[src/rtl/wbs_charlie_frame.sv]
// wbs_charlie_frame: Wishbone B4 pipelined slave driving a 7-pin charlieplexed
// display (42 LEDs). The bus writes seven 7-bit row masks into a shadow buffer
// and requests a swap. The swap copies shadow to active at the next frame
// boundary, so a frame is never shown half-updated. A scan engine walks rows
// 0..6, with an all-off blanking gap before each row.
//
// Ports
//   wbs_clk_i    single clock for bus and scan
//   wbs_rst_i    asynchronous, active-high reset
//   wbs_cyc_i    bus cycle valid
//   wbs_stb_i    request strobe
//   wbs_we_i     1 = write, 0 = read
//   wbs_adr_i    word address: 0..6 shadow rows, 7 ctrl/status, 8..15 unused
//   wbs_dat_i    write data, bits [6:0] used
//   wbs_dat_o    read data, valid with ack
//   wbs_stall_o  always 0
//   wbs_ack_o    one-cycle acknowledge, one cycle after each accepted request
//   charlie_o    pad output levels
//   charlie_oe   pad output enables (0 = high-Z)
module wbs_charlie_frame #(
  parameter int unsigned WB_CLK_HZ    = 48_000_000,
  parameter int unsigned REFRESH_HZ   = 100,
  parameter int unsigned BLANK_CYCLES = 4
) (
  input  logic        wbs_clk_i,
  input  logic        wbs_rst_i,
  input  logic        wbs_cyc_i,
  input  logic        wbs_stb_i,
  input  logic        wbs_we_i,
  input  logic [3:0]  wbs_adr_i,
  input  logic [31:0] wbs_dat_i,
  output logic [31:0] wbs_dat_o,
  output logic        wbs_stall_o,
  output logic        wbs_ack_o,
  output logic [6:0]  charlie_o,
  output logic [6:0]  charlie_oe
);

  localparam int unsigned NUM_ROWS   = 7;
  localparam int unsigned ROW_CYCLES = WB_CLK_HZ / (REFRESH_HZ * NUM_ROWS);
  localparam int unsigned DWELL      = (ROW_CYCLES > BLANK_CYCLES) ?
                                       (ROW_CYCLES - BLANK_CYCLES) : 0;
  localparam int unsigned CNT_MAX    = (DWELL > BLANK_CYCLES) ? DWELL : BLANK_CYCLES;
  localparam int unsigned CNT_W      = (CNT_MAX > 1) ? $clog2(CNT_MAX) : 1;
  localparam int unsigned ROW_W      = 3;
  localparam logic [3:0]  ADR_CTRL   = 4'd7;

  // Refuse to build a display with no visible dwell time or no blanking gap.
  if (DWELL < 1 || BLANK_CYCLES < 1) begin : g_bad_timing
    $error("wbs_charlie_frame: need DWELL >= 1 and BLANK_CYCLES >= 1");
  end

  typedef enum logic {
    ST_BLANK = 1'b0,
    ST_SCAN  = 1'b1
  } state_t;

  state_t            state_q, state_d;
  logic [CNT_W-1:0]  cnt_q, cnt_d;
  logic [ROW_W-1:0]  row_q, row_d;
  logic              frame_end_c;
  logic              swap_now_c;

  logic [6:0]        shadow_q [NUM_ROWS];
  logic [6:0]        active_q [NUM_ROWS];
  logic              swap_pending_q;

  logic [6:0]        pad_o_d, pad_oe_d;

  logic              accept_c, wr_c, rd_c;
  logic [31:0]       rd_data_c;
  logic              unused_dat_c;

  assign wbs_stall_o  = 1'b0;
  assign unused_dat_c = ^wbs_dat_i[31:7];

  // Scan state register.
  always_ff @(posedge wbs_clk_i or posedge wbs_rst_i) begin
    if (wbs_rst_i) begin
      state_q <= ST_BLANK;
      cnt_q   <= '0;
      row_q   <= '0;
    end else begin
      state_q <= state_d;
      cnt_q   <= cnt_d;
      row_q   <= row_d;
    end
  end

  // Next-state: BLANK for BLANK_CYCLES, then SCAN for DWELL, then next row.
  always_comb begin
    state_d     = state_q;
    cnt_d       = cnt_q + CNT_W'(1);
    row_d       = row_q;
    frame_end_c = 1'b0;
    unique case (state_q)
      ST_BLANK: begin
        if (cnt_q == CNT_W'(BLANK_CYCLES - 1)) begin
          state_d = ST_SCAN;
          cnt_d   = '0;
        end
      end
      ST_SCAN: begin
        if (cnt_q == CNT_W'(DWELL - 1)) begin
          state_d = ST_BLANK;
          cnt_d   = '0;
          if (row_q == ROW_W'(NUM_ROWS - 1)) begin
            row_d       = '0;
            frame_end_c = 1'b1;
          end else begin
            row_d = row_q + ROW_W'(1);
          end
        end
      end
      default: begin
        state_d = ST_BLANK;
        cnt_d   = '0;
      end
    endcase
  end

  assign swap_now_c = frame_end_c & swap_pending_q;

  // Pad outputs for the upcoming state; registered below so pads track state exactly.
  // A swap only happens on the edge into BLANK, so the pre-swap active rows suffice here.
  always_comb begin
    pad_o_d  = '0;
    pad_oe_d = '0;
    if (state_d == ST_SCAN) begin
      pad_o_d  = 7'(1) << row_d;
      pad_oe_d = active_q[row_d] | pad_o_d;
    end
  end

  // Pad registers.
  always_ff @(posedge wbs_clk_i or posedge wbs_rst_i) begin
    if (wbs_rst_i) begin
      charlie_o  <= '0;
      charlie_oe <= '0;
    end else begin
      charlie_o  <= pad_o_d;
      charlie_oe <= pad_oe_d;
    end
  end

  assign accept_c = wbs_cyc_i & wbs_stb_i;
  assign wr_c     = accept_c & wbs_we_i;
  assign rd_c     = accept_c & ~wbs_we_i;

  // Read mux; status word is {row[6:4], swap_pending[0]}.
  always_comb begin
    rd_data_c = '0;
    if (wbs_adr_i < ADR_CTRL) begin
      rd_data_c[6:0] = shadow_q[wbs_adr_i[2:0]];
    end else if (wbs_adr_i == ADR_CTRL) begin
      rd_data_c[6:4] = row_q;
      rd_data_c[0]   = swap_pending_q;
    end
  end

  // Bus response, shadow/active buffers and swap request.
  always_ff @(posedge wbs_clk_i or posedge wbs_rst_i) begin
    if (wbs_rst_i) begin
      wbs_ack_o      <= 1'b0;
      wbs_dat_o      <= '0;
      swap_pending_q <= 1'b0;
      for (int i = 0; i < NUM_ROWS; i++) begin
        shadow_q[i] <= '0;
        active_q[i] <= '0;
      end
    end else begin
      wbs_ack_o <= accept_c;
      wbs_dat_o <= rd_c ? rd_data_c : '0;
      // Copy uses pre-edge shadow, so a same-edge row write lands next frame.
      if (swap_now_c) begin
        for (int i = 0; i < NUM_ROWS; i++) begin
          active_q[i] <= shadow_q[i];
        end
      end
      if (wr_c && (wbs_adr_i < ADR_CTRL)) begin
        shadow_q[wbs_adr_i[2:0]] <= wbs_dat_i[6:0];
      end
      // A new request on the boundary edge wins over the clear.
      if (wr_c && (wbs_adr_i == ADR_CTRL) && wbs_dat_i[0]) begin
        swap_pending_q <= 1'b1;
      end else if (swap_now_c) begin
        swap_pending_q <= 1'b0;
      end
    end
  end

endmodule

[config.mk]
export PLATFORM = sky130hd
export DESIGN_NAME = wbs_charlie_frame
export DESIGN_NICKNAME = d
export VERILOG_FILES = /design/src/rtl/wbs_charlie_frame.sv
export SDC_FILE = /design/constraint.sdc
export NUM_CORES = 1
export LEC_CHECK = 0
export CORE_MARGIN = 2
export CORE_UTILIZATION = 30
export CTS_CLUSTER_SIZE = 28
export DETAILED_ROUTE_END_ITERATION = 7
export PLACE_DENSITY = 0.56
export RECOVER_POWER = 25
export SYNTH_ARGS = -nofsm -noshare
export SYNTH_HDL_FRONTEND = slang
export SYNTH_SLANG_ARGS = --single-unit
[constraint.sdc]
create_clock -name wbs_clk_i -period 4.6 [get_ports wbs_clk_i]
set_clock_uncertainty 0.05 [all_clocks]
set_input_delay 0.92 -clock wbs_clk_i [delete_from_list [all_inputs] [get_ports wbs_clk_i]]
set_output_delay 0.92 -clock wbs_clk_i [all_outputs]
set_load 0.1 [all_outputs]
==> flow_metrics.env, run 1 <==
export IMPL_worst_ir_drop_vdd_uv=262.1
export IMPL_ant_nets=0
export IMPL_clock_insertion_delay_worst_skew_ps=420
export IMPL_antenna_violations_before_repair=0
export IMPL_groute_usage_overall_pct=14.62
export IMPL_drt_vias_per_instance=5.073
export IMPL_routed_wl_um=16700
export IMPL_utilization_pct=35.65
export IMPL_muxShareOfSynthArea_pct=19.11
export IMPL_globalplace_congestion=0.8661
export IMPL_rows=54
export IMPL_yosysWarnings=0
export IMPL_critical_path_top_delay_family="simple AND/OR/NAND/NOR gates"
export IMPL_dieArea_um2=23640
export IMPL_synth_simple_gate_area_share_pct=12.09
export IMPL_dp_final_hpwl_um=11830
export IMPL_maxCapViolCount=1
export IMPL_synth_edff_count=0
export IMPL_cts_resized_gates=0
export IMPL_beginning_of_the_critical_path="wbs_stb_i"
export IMPL_yosysMostFrequentCell="sky130_fd_sc_hd__dfrtp_1"
export IMPL_rr_endpoint="active_q[34]"
export IMPL_min_path_type="reg -> reg"
export IMPL_insertedDiodeCount=0
export IMPL_setup_violations=0
export IMPL_drive_gt1_share_pct=23.74
export IMPL_timing_critical_path_required_ps=4850
export IMPL_first_global_vias=4700
export IMPL_die_width_um=153.8
export IMPL_placement_io_buffers=37
export IMPL_complex_gate_fraction_of_the_synthesized_area_pct=9.632
export IMPL_netlist_top_cells_count="sky130_fd_sc_hd__dfrtp_1, sky130_fd_sc_hd__mux2_2, sky130_fd_sc_hd__nor2_1, sky130_fd_sc_hd__nand2_1, sky130_fd_sc_hd__buf_4"
export IMPL_synth_area_per_cell_um2=11.44
export IMPL_slew_limit_headroom_pct=-46.06
export IMPL_status="finished with violations"
export IMPL_cts_buffers=17
export IMPL_netlist_area_um2=6729
export IMPL_fillerInstances=2173
export IMPL_cellPowerDensity_nw_per_um2=368.4
export IMPL_worstPathArrival_ps=3450
export IMPL_ys_ff_latch=135
export IMPL_rsz0062_at_grt="false"
export IMPL_timing_critical_path_cells="dlygate4sd3_1 > nand2_1 > nor3b_1 > nand2b_1 > nor2_1 > mux2_2"
export IMPL_drt_iter0_drc=400
export IMPL_path_max_fanout=7
export IMPL_drt_pre_antenna_iters=5
export IMPL_detail_route_wl_per_cell_um=18.23
export IMPL_cp_depth=6
export IMPL_worst_setup_path_end_kind="flop"
export IMPL_seq_area_frac_synth_pct=50.20
export IMPL_share_seq_of_total_power_pct=45.4
export IMPL_total_switching_power_mw=0.7286
export IMPL_synthArstFlopShare_pct=100.0
export IMPL_layout_nets=667
export IMPL_violated_checks="capacitance limit, slew limit"
export IMPL_crit_slowest_cell="sky130_fd_sc_hd__nor2_1"
export IMPL_synth_largest_area_cell="sky130_fd_sc_hd__dfrtp_1"
export IMPL_leakage_nw=3.531
export IMPL_synth_distinct_cells=73
export IMPL_max_clock_path_buffers=2
export IMPL_core_um2=21890
export IMPL_sinks_on_the_clock_net=135
export IMPL_start_kind="primary input"
export IMPL_power_report_internal_total_mw=2.147
export IMPL_final_cell_count_no_fill=916
export IMPL_number_of_levels_the_h_tree_was_split_into=4
export IMPL_synth_area_leaders="sky130_fd_sc_hd__dfrtp_1, sky130_fd_sc_hd__mux2_2, sky130_fd_sc_hd__buf_4, sky130_fd_sc_hd__nor2_1, sky130_fd_sc_hd__a21oi_1"
export IMPL_worst_pin_slew_ps=2191
export IMPL_critical_path_class="in -> reg"
export IMPL_grt_overflow_total=0
export IMPL_cts_reportedPaths_clkPinSlew_ps=50
export IMPL_reg2reg_setup_slack_ps=1640
export IMPL_synth_top_family_by_area="multiplexers"
export IMPL_clockRootBuffer="sky130_fd_sc_hd__clkbuf_16"
export IMPL_floorplan_io_pins=89
export IMPL_vias=4647
export IMPL_syn2layout_area_growth_pct=15.99
export IMPL_grt_max_degree=102
export IMPL_floorplan_die_height_um=153.8
export IMPL_initial_util_pct=30.74
export IMPL_timing_final_hold_violations=0
export IMPL_synth_adder_area_share_pct=0.5206
export IMPL_cts_hold_fix_buffers=0
export IMPL_post_synth_inst_count=588
export IMPL_fin_crit_ps=3202
export IMPL_timing_final_crit_share_pct=69.60
export IMPL_worstPathBufferInverterCount=1
export IMPL_setup_total_negative_slack_ps=0
export IMPL_fmax_mhz=312.4
export IMPL_critical_path_reg2reg_startpoint="cnt_q[13]"
export IMPL_post_synth_xor_area_fraction_pct=1.952
export IMPL_drc_errors=0
export IMPL_clock_tree_from_tritoncts="built"
export IMPL_synth_largest_type_area_fraction_pct=50.20
export IMPL_postCtsSetupRepairBufs=0
export IMPL_synth_ff_type="sky130_fd_sc_hd__dfrtp_1"
export IMPL_cp_endpoint="shadow_q[5]"
export IMPL_timing_max_transition_violations_final=102
export IMPL_power_switching_fraction_pct=25.34
export IMPL_clock_group_share_of_total_power_pct=45.3
export IMPL_placed_cells=885
export IMPL_comb_power_share_pct=9.4
export IMPL_cp_slowest_stage_delay_ps=700
export IMPL_rr_worst_depth=7
export IMPL_first_pass_grt_wire_length_um=26990
## kinds of logic after synthesis
group           after synthesis
simple gates                154
xor+xnor                     15
buf+inv                      69
other cells                   1
mux                         113
fa+ha+maj                     3
compound gates               98
flops                       135
## per-stage QoR
stage                     instance area, um2  total power [mW]  setup WS, ps  hold slack (ps)
after global placement                  7247             1.584          1166            414.9
after CTS                               7806             2.907          1485            443.7
after detailed placement                7247             1.594          1068            431.0
after global routing                    7805             2.992          1289            455.4
after floorplan                         6823             1.533         18.89            398.4
final                                   7805             2.875          1398            442.9
## state kept, by name, indices dropped and copies added, names as in the netlist, 3 cells and up
name        cells
wbs_dat_o       7
charlie_o       7
shadow_q       49
row_q           3
charlie_oe      7
cnt_q          17
active_q       42
## placed cells by master (no fill, tap or decap), types with 14 or more instances in the layout
cell type | netlist | routed
sky130_fd_sc_hd__o21ai_0 | 15 | 14
sky130_fd_sc_hd__a21oi_1 | 25 | 25
sky130_fd_sc_hd__mux2_2 | 95 | 95
sky130_fd_sc_hd__nand3_1 | 23 | 23
sky130_fd_sc_hd__clkbuf_16 | 0 | 17
sky130_fd_sc_hd__nor2_1 | 37 | 37
sky130_fd_sc_hd__nand2_1 | 33 | 33
sky130_fd_sc_hd__clkdlybuf4s50_1 | 0 | 35
sky130_fd_sc_hd__dfrtp_1 | 135 | 135
sky130_fd_sc_hd__conb_1 | 1 | 26
## power groups by stage
stage,registers [mW],logic (mW),clock network (mW)
after floorplan,1.30,0.230,0
after global placement,1.32,0.265,0
after detailed placement,1.32,0.271,0
after CTS,1.30,0.272,1.33
after global routing,1.31,0.288,1.39
final,1.30,0.269,1.30
## routing by layer
layer  wire length [um]  track usage [%]
met2               7316            20.97
met3                631            3.100
met4                349            5.767
met5                  0                0
met1               8403            21.45
## how the worst min path moves through the flow
| stage | slack, ps | start | endpoint | depth (start not counted) |
|---|---|---|---|---|
| global route | 460 | active_q[9] | active_q[9] | 1 |
| finish | 440 | active_q[9] | active_q[9] | 1 |
| global placement | 410 | active_q[9] | active_q[9] | 1 |
| floorplan | 400 | active_q[9] | active_q[9] | 1 |
| detailed placement | 430 | active_q[9] | active_q[9] | 1 |
| CTS | 440 | active_q[9] | active_q[9] | 1 |
## cell type report
cell class,instances,area (um2),share of cell area (%)
clock buffers,24,461.7,5.915
clock inverters,7,97.59,1.250
inverters,13,52.55,0.6733
multi-input cells,409,3012,38.59
flip-flops and latches,135,3378,43.28
well taps,280,350.3,4.489
repair buffers,48,452.9,5.803
No activity file was read; power rests on OpenSTA's default activity.
==> inputs of run 2 (changes only) <==
Settings changed: PLACE_DENSITY 0.56 to 0.55.
Clock period 4.6 ns to 3.35 ns, I/O delays scaled along.
==> flow_metrics.env, run 2 (same netlist as run 1, synthesis figures left out) <==
export IMPL_first_global_vias=4791
export IMPL_fmax_mhz=360.2
export IMPL_die_width_um=153.8
export IMPL_path_max_fanout=39
export IMPL_clock_tree_from_tritoncts="built"
export IMPL_worst_pin_slew_ps=1769
export IMPL_syn2layout_area_growth_pct=17.01
export IMPL_met3_length_um=652
export IMPL_crit_slowest_cell="sky130_fd_sc_hd__dfrtp_1"
export IMPL_timing_critical_path_required_ps=3600
export IMPL_dieArea_um2=23640
export IMPL_globalplace_congestion=0.9388
export IMPL_fin_hold_ws_ps=440.2
export IMPL_utilization_pct=35.97
export IMPL_drc_errors=0
export IMPL_critical_path_reg2reg_startpoint="cnt_q[0]"
export IMPL_whs_endpoint="active_q[4]"
export IMPL_timing_critical_path_cells="inv_1 > ha_1 > nand4_1 > nor2_1 > nand3_2 > or2_4 > nor2_4 > buf_12 > mux2_2"
export IMPL_ant_nets=0
export IMPL_cts_buffers=17
export IMPL_layout_nets=678
export IMPL_clock_group_share_of_total_power_pct=46.7
export IMPL_largest_register_ffs=49
export IMPL_number_of_levels_the_h_tree_was_split_into=4
export IMPL_comb_power_share_pct=9.1
export IMPL_rows=54
export IMPL_worstPathBufferInverterCount=2
export IMPL_placement_io_buffers=37
export IMPL_antenna_violations_before_repair=0
export IMPL_timing_max_transition_violations_final=137
export IMPL_detail_route_wirelength_met1_um=8287
export IMPL_power_report_internal_total_mw=2.983
export IMPL_rr_worst_depth=9
export IMPL_mostFrequentLayoutCell="sky130_fd_sc_hd__dfrtp_1"
export IMPL_drt_vias_per_instance=5.092
export IMPL_grt_overflow_total=0
export IMPL_timing_final_hold_violations=0
export IMPL_rr_endpoint="active_q[13]"
export IMPL_first_pass_grt_wire_length_um=27130
export IMPL_critical_path_top_delay_family="simple AND/OR/NAND/NOR gates"
export IMPL_share_seq_of_total_power_pct=44.2
export IMPL_top_register="shadow_q"
export IMPL_worstPathArrival_ps=3030
export IMPL_top_layer="met4"
export IMPL_drive_gt1_share_pct=29.21
export IMPL_clock_insertion_delay_worst_skew_ps=420
export IMPL_groute_usage_overall_pct=14.50
export IMPL_core_um2=21890
export IMPL_cellPowerDensity_nw_per_um2=514.1
export IMPL_power_switching_fraction_pct=26.30
export IMPL_drt_pre_antenna_iters=5
export IMPL_final_cell_mix="sky130_fd_sc_hd__dfrtp_1, sky130_fd_sc_hd__mux2_2, sky130_fd_sc_hd__buf_4"
export IMPL_grt_max_degree=73
export IMPL_hold_path_depth=1
export IMPL_insertedDiodeCount=0
export IMPL_critical_path_class="reg -> reg"
export IMPL_cts_reportedPaths_clkPinSlew_ps=60
export IMPL_initial_util_pct=30.74
export IMPL_floorplan_io_pins=89
export IMPL_worst_setup_path_end_kind="flop"
export IMPL_fin_crit_ps=2776
export IMPL_cts_resized_gates=0
export IMPL_min_path_type="reg -> reg"
export IMPL_postCtsSetupRepairBufs=0
export IMPL_reg_largest_list="shadow_q: 49 flops, active_q: 42 flops, cnt_q: 17 flops"
export IMPL_dp_final_hpwl_um=12100
export IMPL_drt_iter0_drc=421
export IMPL_total_switching_power_mw=1.065
export IMPL_vias=4720
export IMPL_hold_path_startpoint="active_q[4]"
export IMPL_route_met2_wl_um=7604
export IMPL_maxCapViolCount=2
export IMPL_setup_total_negative_slack_ps=0
export IMPL_violated_checks="capacitance limit, slew limit"
export IMPL_leakage_nw=3.652
export IMPL_detail_route_wl_per_cell_um=18.15
export IMPL_slew_limit_headroom_pct=-17.91
export IMPL_worst_setup_slack_post_dpl_ps=509.0
export IMPL_max_clock_path_buffers=2
export IMPL_start_kind="flop"
export IMPL_setup_violations=0
export IMPL_rsz0062_at_grt="false"
export IMPL_status="finished with violations"
export IMPL_post_route_worst_setup_slack_ps=573.8
export IMPL_reg2reg_setup_slack_ps=570
export IMPL_cts_hold_fix_buffers=0
export IMPL_cp_slowest_stage_delay_ps=430
export IMPL_sinks_on_the_clock_net=135
export IMPL_worst_ir_drop_vdd_uv=315.9
export IMPL_clockRootBuffer="sky130_fd_sc_hd__clkbuf_16"
export IMPL_routed_wl_um=16830
export IMPL_timing_final_crit_share_pct=82.87
export IMPL_floorplan_die_height_um=153.8
[run 2: changes by cell type in the layout (fill, tap and decap cells not counted), moves of 2 or more]
| cell | before | now |
|---|---|---|
| sky130_fd_sc_hd__clkbuf_1 | 6 | 1 |
| sky130_fd_sc_hd__buf_4 | 11 | 41 |
| sky130_fd_sc_hd__clkbuf_2 | 0 | 2 |
| sky130_fd_sc_hd__clkdlybuf4s50_1 | 35 | 13 |
| sky130_fd_sc_hd__inv_6 | 0 | 4 |
[run 2: final cells by class]
| class | instances | area, um2 |
|---|---|---|
| Multi-Input combinational cell | 409 | 3012 |
| Fill cell | 2169 | 14020 |
| Timing Repair Buffer | 59 | 488.0 |
| Inverter | 13 | 50.05 |
| Clock inverter | 11 | 138.9 |
| Clock buffer | 20 | 456.7 |
| Sequential cell | 135 | 3378 |
| Tap cell | 280 | 350.3 |
[run 2: layer usage]
metal | GRT usage (%) | up-vias
met3 | 3.241 | 24
met5 | 0 | -
li1 | - | 2169
met2 | 21.59 | 128
met1 | 21.11 | 2399
met4 | 4.194 | 0
[run 2: power by group through the flow]
stage | clock network, mW | logic (mW) | registers [mW]
after floorplan | 0 | 0.316 | 1.79
after global placement | 0 | 0.371 | 1.81
after detailed placement | 0 | 0.377 | 1.81
after CTS | 1.93 | 0.379 | 1.78
after global routing | 2.00 | 0.397 | 1.80
final | 1.89 | 0.369 | 1.79
[run 2: how the worst max path moves through the flow]
stage              start       endpoint  cells after the start
2_1_floorplan  cnt_q[13]   active_q[10]                      8
3_3_place_gp   wbs_cyc_i   shadow_q[17]                      8
3_5_place_dp   wbs_cyc_i   shadow_q[15]                      8
4_1_cts        cnt_q[13]   active_q[13]                      7
5_1_grt        cnt_q[13]  charlie_oe[4]                      8
6_report        cnt_q[0]   active_q[13]                      9
[run 2: through the flow]
| stage | cells | power, mW | cell area [um2] |
|---|---|---|---|
| floorplan | 613 | 2.106 | 6827 |
| CTS | 927 | 4.088 | 7906 |
| global placement | 896 | 2.180 | 7311 |
| finish | 927 | 4.048 | 7874 |
| global route | 927 | 4.194 | 7874 |
| detailed placement | 896 | 2.191 | 7311 |
==> inputs of run 3 (changes only) <==
Settings changed: PLACE_DENSITY 0.55 to 0.56.
Clock period 3.35 ns to 2.3 ns, I/O delays scaled along.
==> flow_metrics.env, run 3 (same netlist as run 1, synthesis figures left out) <==
export IMPL_reg_largest_list="shadow_q: 49 flops, active_q: 42 flops, cnt_q: 17 flops"
export IMPL_fmax_mhz=400.9
export IMPL_timing_critical_path_required_ps=2550
export IMPL_rr_worst_depth=8
export IMPL_globalplace_congestion=0.8295
export IMPL_critical_path_class="reg -> reg"
export IMPL_maxCapViolCount=0
export IMPL_number_of_levels_the_h_tree_was_split_into=4
export IMPL_layout_nets=744
export IMPL_max_clock_path_buffers=2
export IMPL_fin_hold_ws_ps=459.6
export IMPL_floorplan_die_height_um=153.8
export IMPL_placed_cells=945
export IMPL_die_width_um=153.8
export IMPL_first_global_vias=4998
export IMPL_sequential_cell_area_um2=3378
export IMPL_top_register="shadow_q"
export IMPL_final_cell_count_no_fill=994
export IMPL_dp_final_hpwl_um=12790
export IMPL_start_kind="flop"
export IMPL_min_path_type="reg -> reg"
export IMPL_worst_ir_drop_vdd_uv=468.5
export IMPL_utilization_pct=39.86
export IMPL_groute_usage_overall_pct=15.23
export IMPL_worst_setup_slack_post_dpl_ps=-224.8
export IMPL_clock_tree_from_tritoncts="built"
export IMPL_initial_util_pct=30.74
export IMPL_cellPowerDensity_nw_per_um2=655.9
export IMPL_reg2reg_setup_slack_ps=-190
export IMPL_insertedDiodeCount=0
export IMPL_mostFrequentLayoutCell="sky130_fd_sc_hd__dfrtp_1"
export IMPL_routed_wl_um=18110
export IMPL_ant_nets=0
export IMPL_timing_final_crit_share_pct=108.4
export IMPL_slew_limit_headroom_pct=11.43
export IMPL_drive_gt1_share_pct=40.34
export IMPL_violated_checks="setup timing"
export IMPL_worst_pin_slew_ps=1329
export IMPL_grt_max_degree=97
export IMPL_cp_slowest_stage_delay_ps=580
export IMPL_worstPathArrival_ps=2740
export IMPL_fin_crit_ps=2494
export IMPL_worst_setup_path_end_kind="flop"
export IMPL_drc_errors=0
export IMPL_detail_route_wl_per_cell_um=18.22
export IMPL_cts_buffers=17
export IMPL_grt_overflow_total=0
export IMPL_hold_path_depth=1
export IMPL_clockRootBuffer="sky130_fd_sc_hd__clkbuf_16"
export IMPL_largest_register_ffs=49
export IMPL_final_cell_mix="sky130_fd_sc_hd__dfrtp_1, sky130_fd_sc_hd__buf_4, sky130_fd_sc_hd__mux2_2"
export IMPL_timing_final_hold_violations=0
export IMPL_floorplan_io_pins=89
export IMPL_fillerInstances=2101
export IMPL_setup_violations=47
export IMPL_drt_pre_antenna_iters=5
export IMPL_timing_critical_path_cells="or4_4 > nor3_4 > nand3_2 > or2_4 > nor2_4 > buf_6 > buf_12 > mux2_2"
export IMPL_clock_insertion_delay_worst_skew_ps=420
export IMPL_placement_io_buffers=37
export IMPL_crit_slowest_cell="sky130_fd_sc_hd__or4_4"
export IMPL_post_route_worst_setup_slack_ps=-194.1
export IMPL_rows=54
export IMPL_sinks_on_the_clock_net=135
export IMPL_cts_reportedPaths_clkPinSlew_ps=60
export IMPL_dieArea_um2=23640
export IMPL_core_um2=21890
export IMPL_drt_vias_per_instance=5.055
export IMPL_syn2layout_area_growth_pct=29.68
export IMPL_path_max_fanout=9
export IMPL_rsz0062_at_grt="true"
export IMPL_drt_iter0_drc=396
export IMPL_leakage_nw=4.068
export IMPL_status="finished with violations"
export IMPL_timing_max_transition_violations_final=0
export IMPL_antenna_violations_before_repair=0
export IMPL_multi_input_area_um2=3262
export IMPL_vias=5025
export IMPL_first_pass_grt_wire_length_um=28240
[run 3: path summary, 6_finish.rpt]
| path | to | startpoint |
|---|---|---|
| worst max-delay path | active_q[40] | cnt_q[13] |
| worst min-delay path | shadow_q[24] | shadow_q[24] |
| worst max register to register | active_q[40] | cnt_q[13] |
| worst min register to register | shadow_q[24] | shadow_q[24] |
| max in group asynchronous | active_q[41] | wbs_rst_i |
| min in group asynchronous | shadow_q[33] | wbs_rst_i |
[run 3: timing repair]
action                     CTS  global route
setup buffers               11             4
gates cloned                 3             2
setup endpoints to repair   59            63
hold buffers                 0             0
resized for setup           40            45
pin swaps                   11             9
[run 3: final cells by class]
class,count,share of cell area [%]
multi-input cells,409,37.38
well taps,280,4.015
flip-flops and latches,135,38.72
inverters,13,0.6022
clock inverters,15,1.463
clock buffers,17,4.875
repair buffers,125,12.95
[run 3: where the power goes]
group          leakage, nW  switching [mW]  total [mW]  internal (mW)
Sequential            1.82           0.114        2.61           2.50
Combinational         1.98           0.361       0.553          0.192
Clock                0.274            1.07        2.56           1.49
Total                 4.07            1.55        5.72           4.18
[run 3: layer usage]
layer / vias up / routed length (um) / GRT usage (%)
li1: 2306 / - / -
met1: 2526 / 8852 / 21.96
met2: 168 / 8154 / 22.90
met3: 25 / 728 / 2.847
met4: 0 / 378 / 5.417
met5: - / 0 / 0
[run 3: metrics by stage]
step | setup TNS [ps] | area, um2 | total power, mW
4_1_cts | -5406 | 8546 | 5.781
6_report | -6706 | 8726 | 5.723
5_1_grt | -9044 | 8726 | 5.938
3_3_place_gp | -4437 | 7691 | 3.187
2_1_floorplan | -1679 | 6827 | 3.068
3_5_place_dp | -6555 | 7691 | 3.205
[run 3: critical path: cells and delay by family, from the launching register on]
kind	cells	cell delay [ps]
DFF	1	380
buffers and inverters	2	280
muxes	1	330
and+or+nand+nor	5	1320
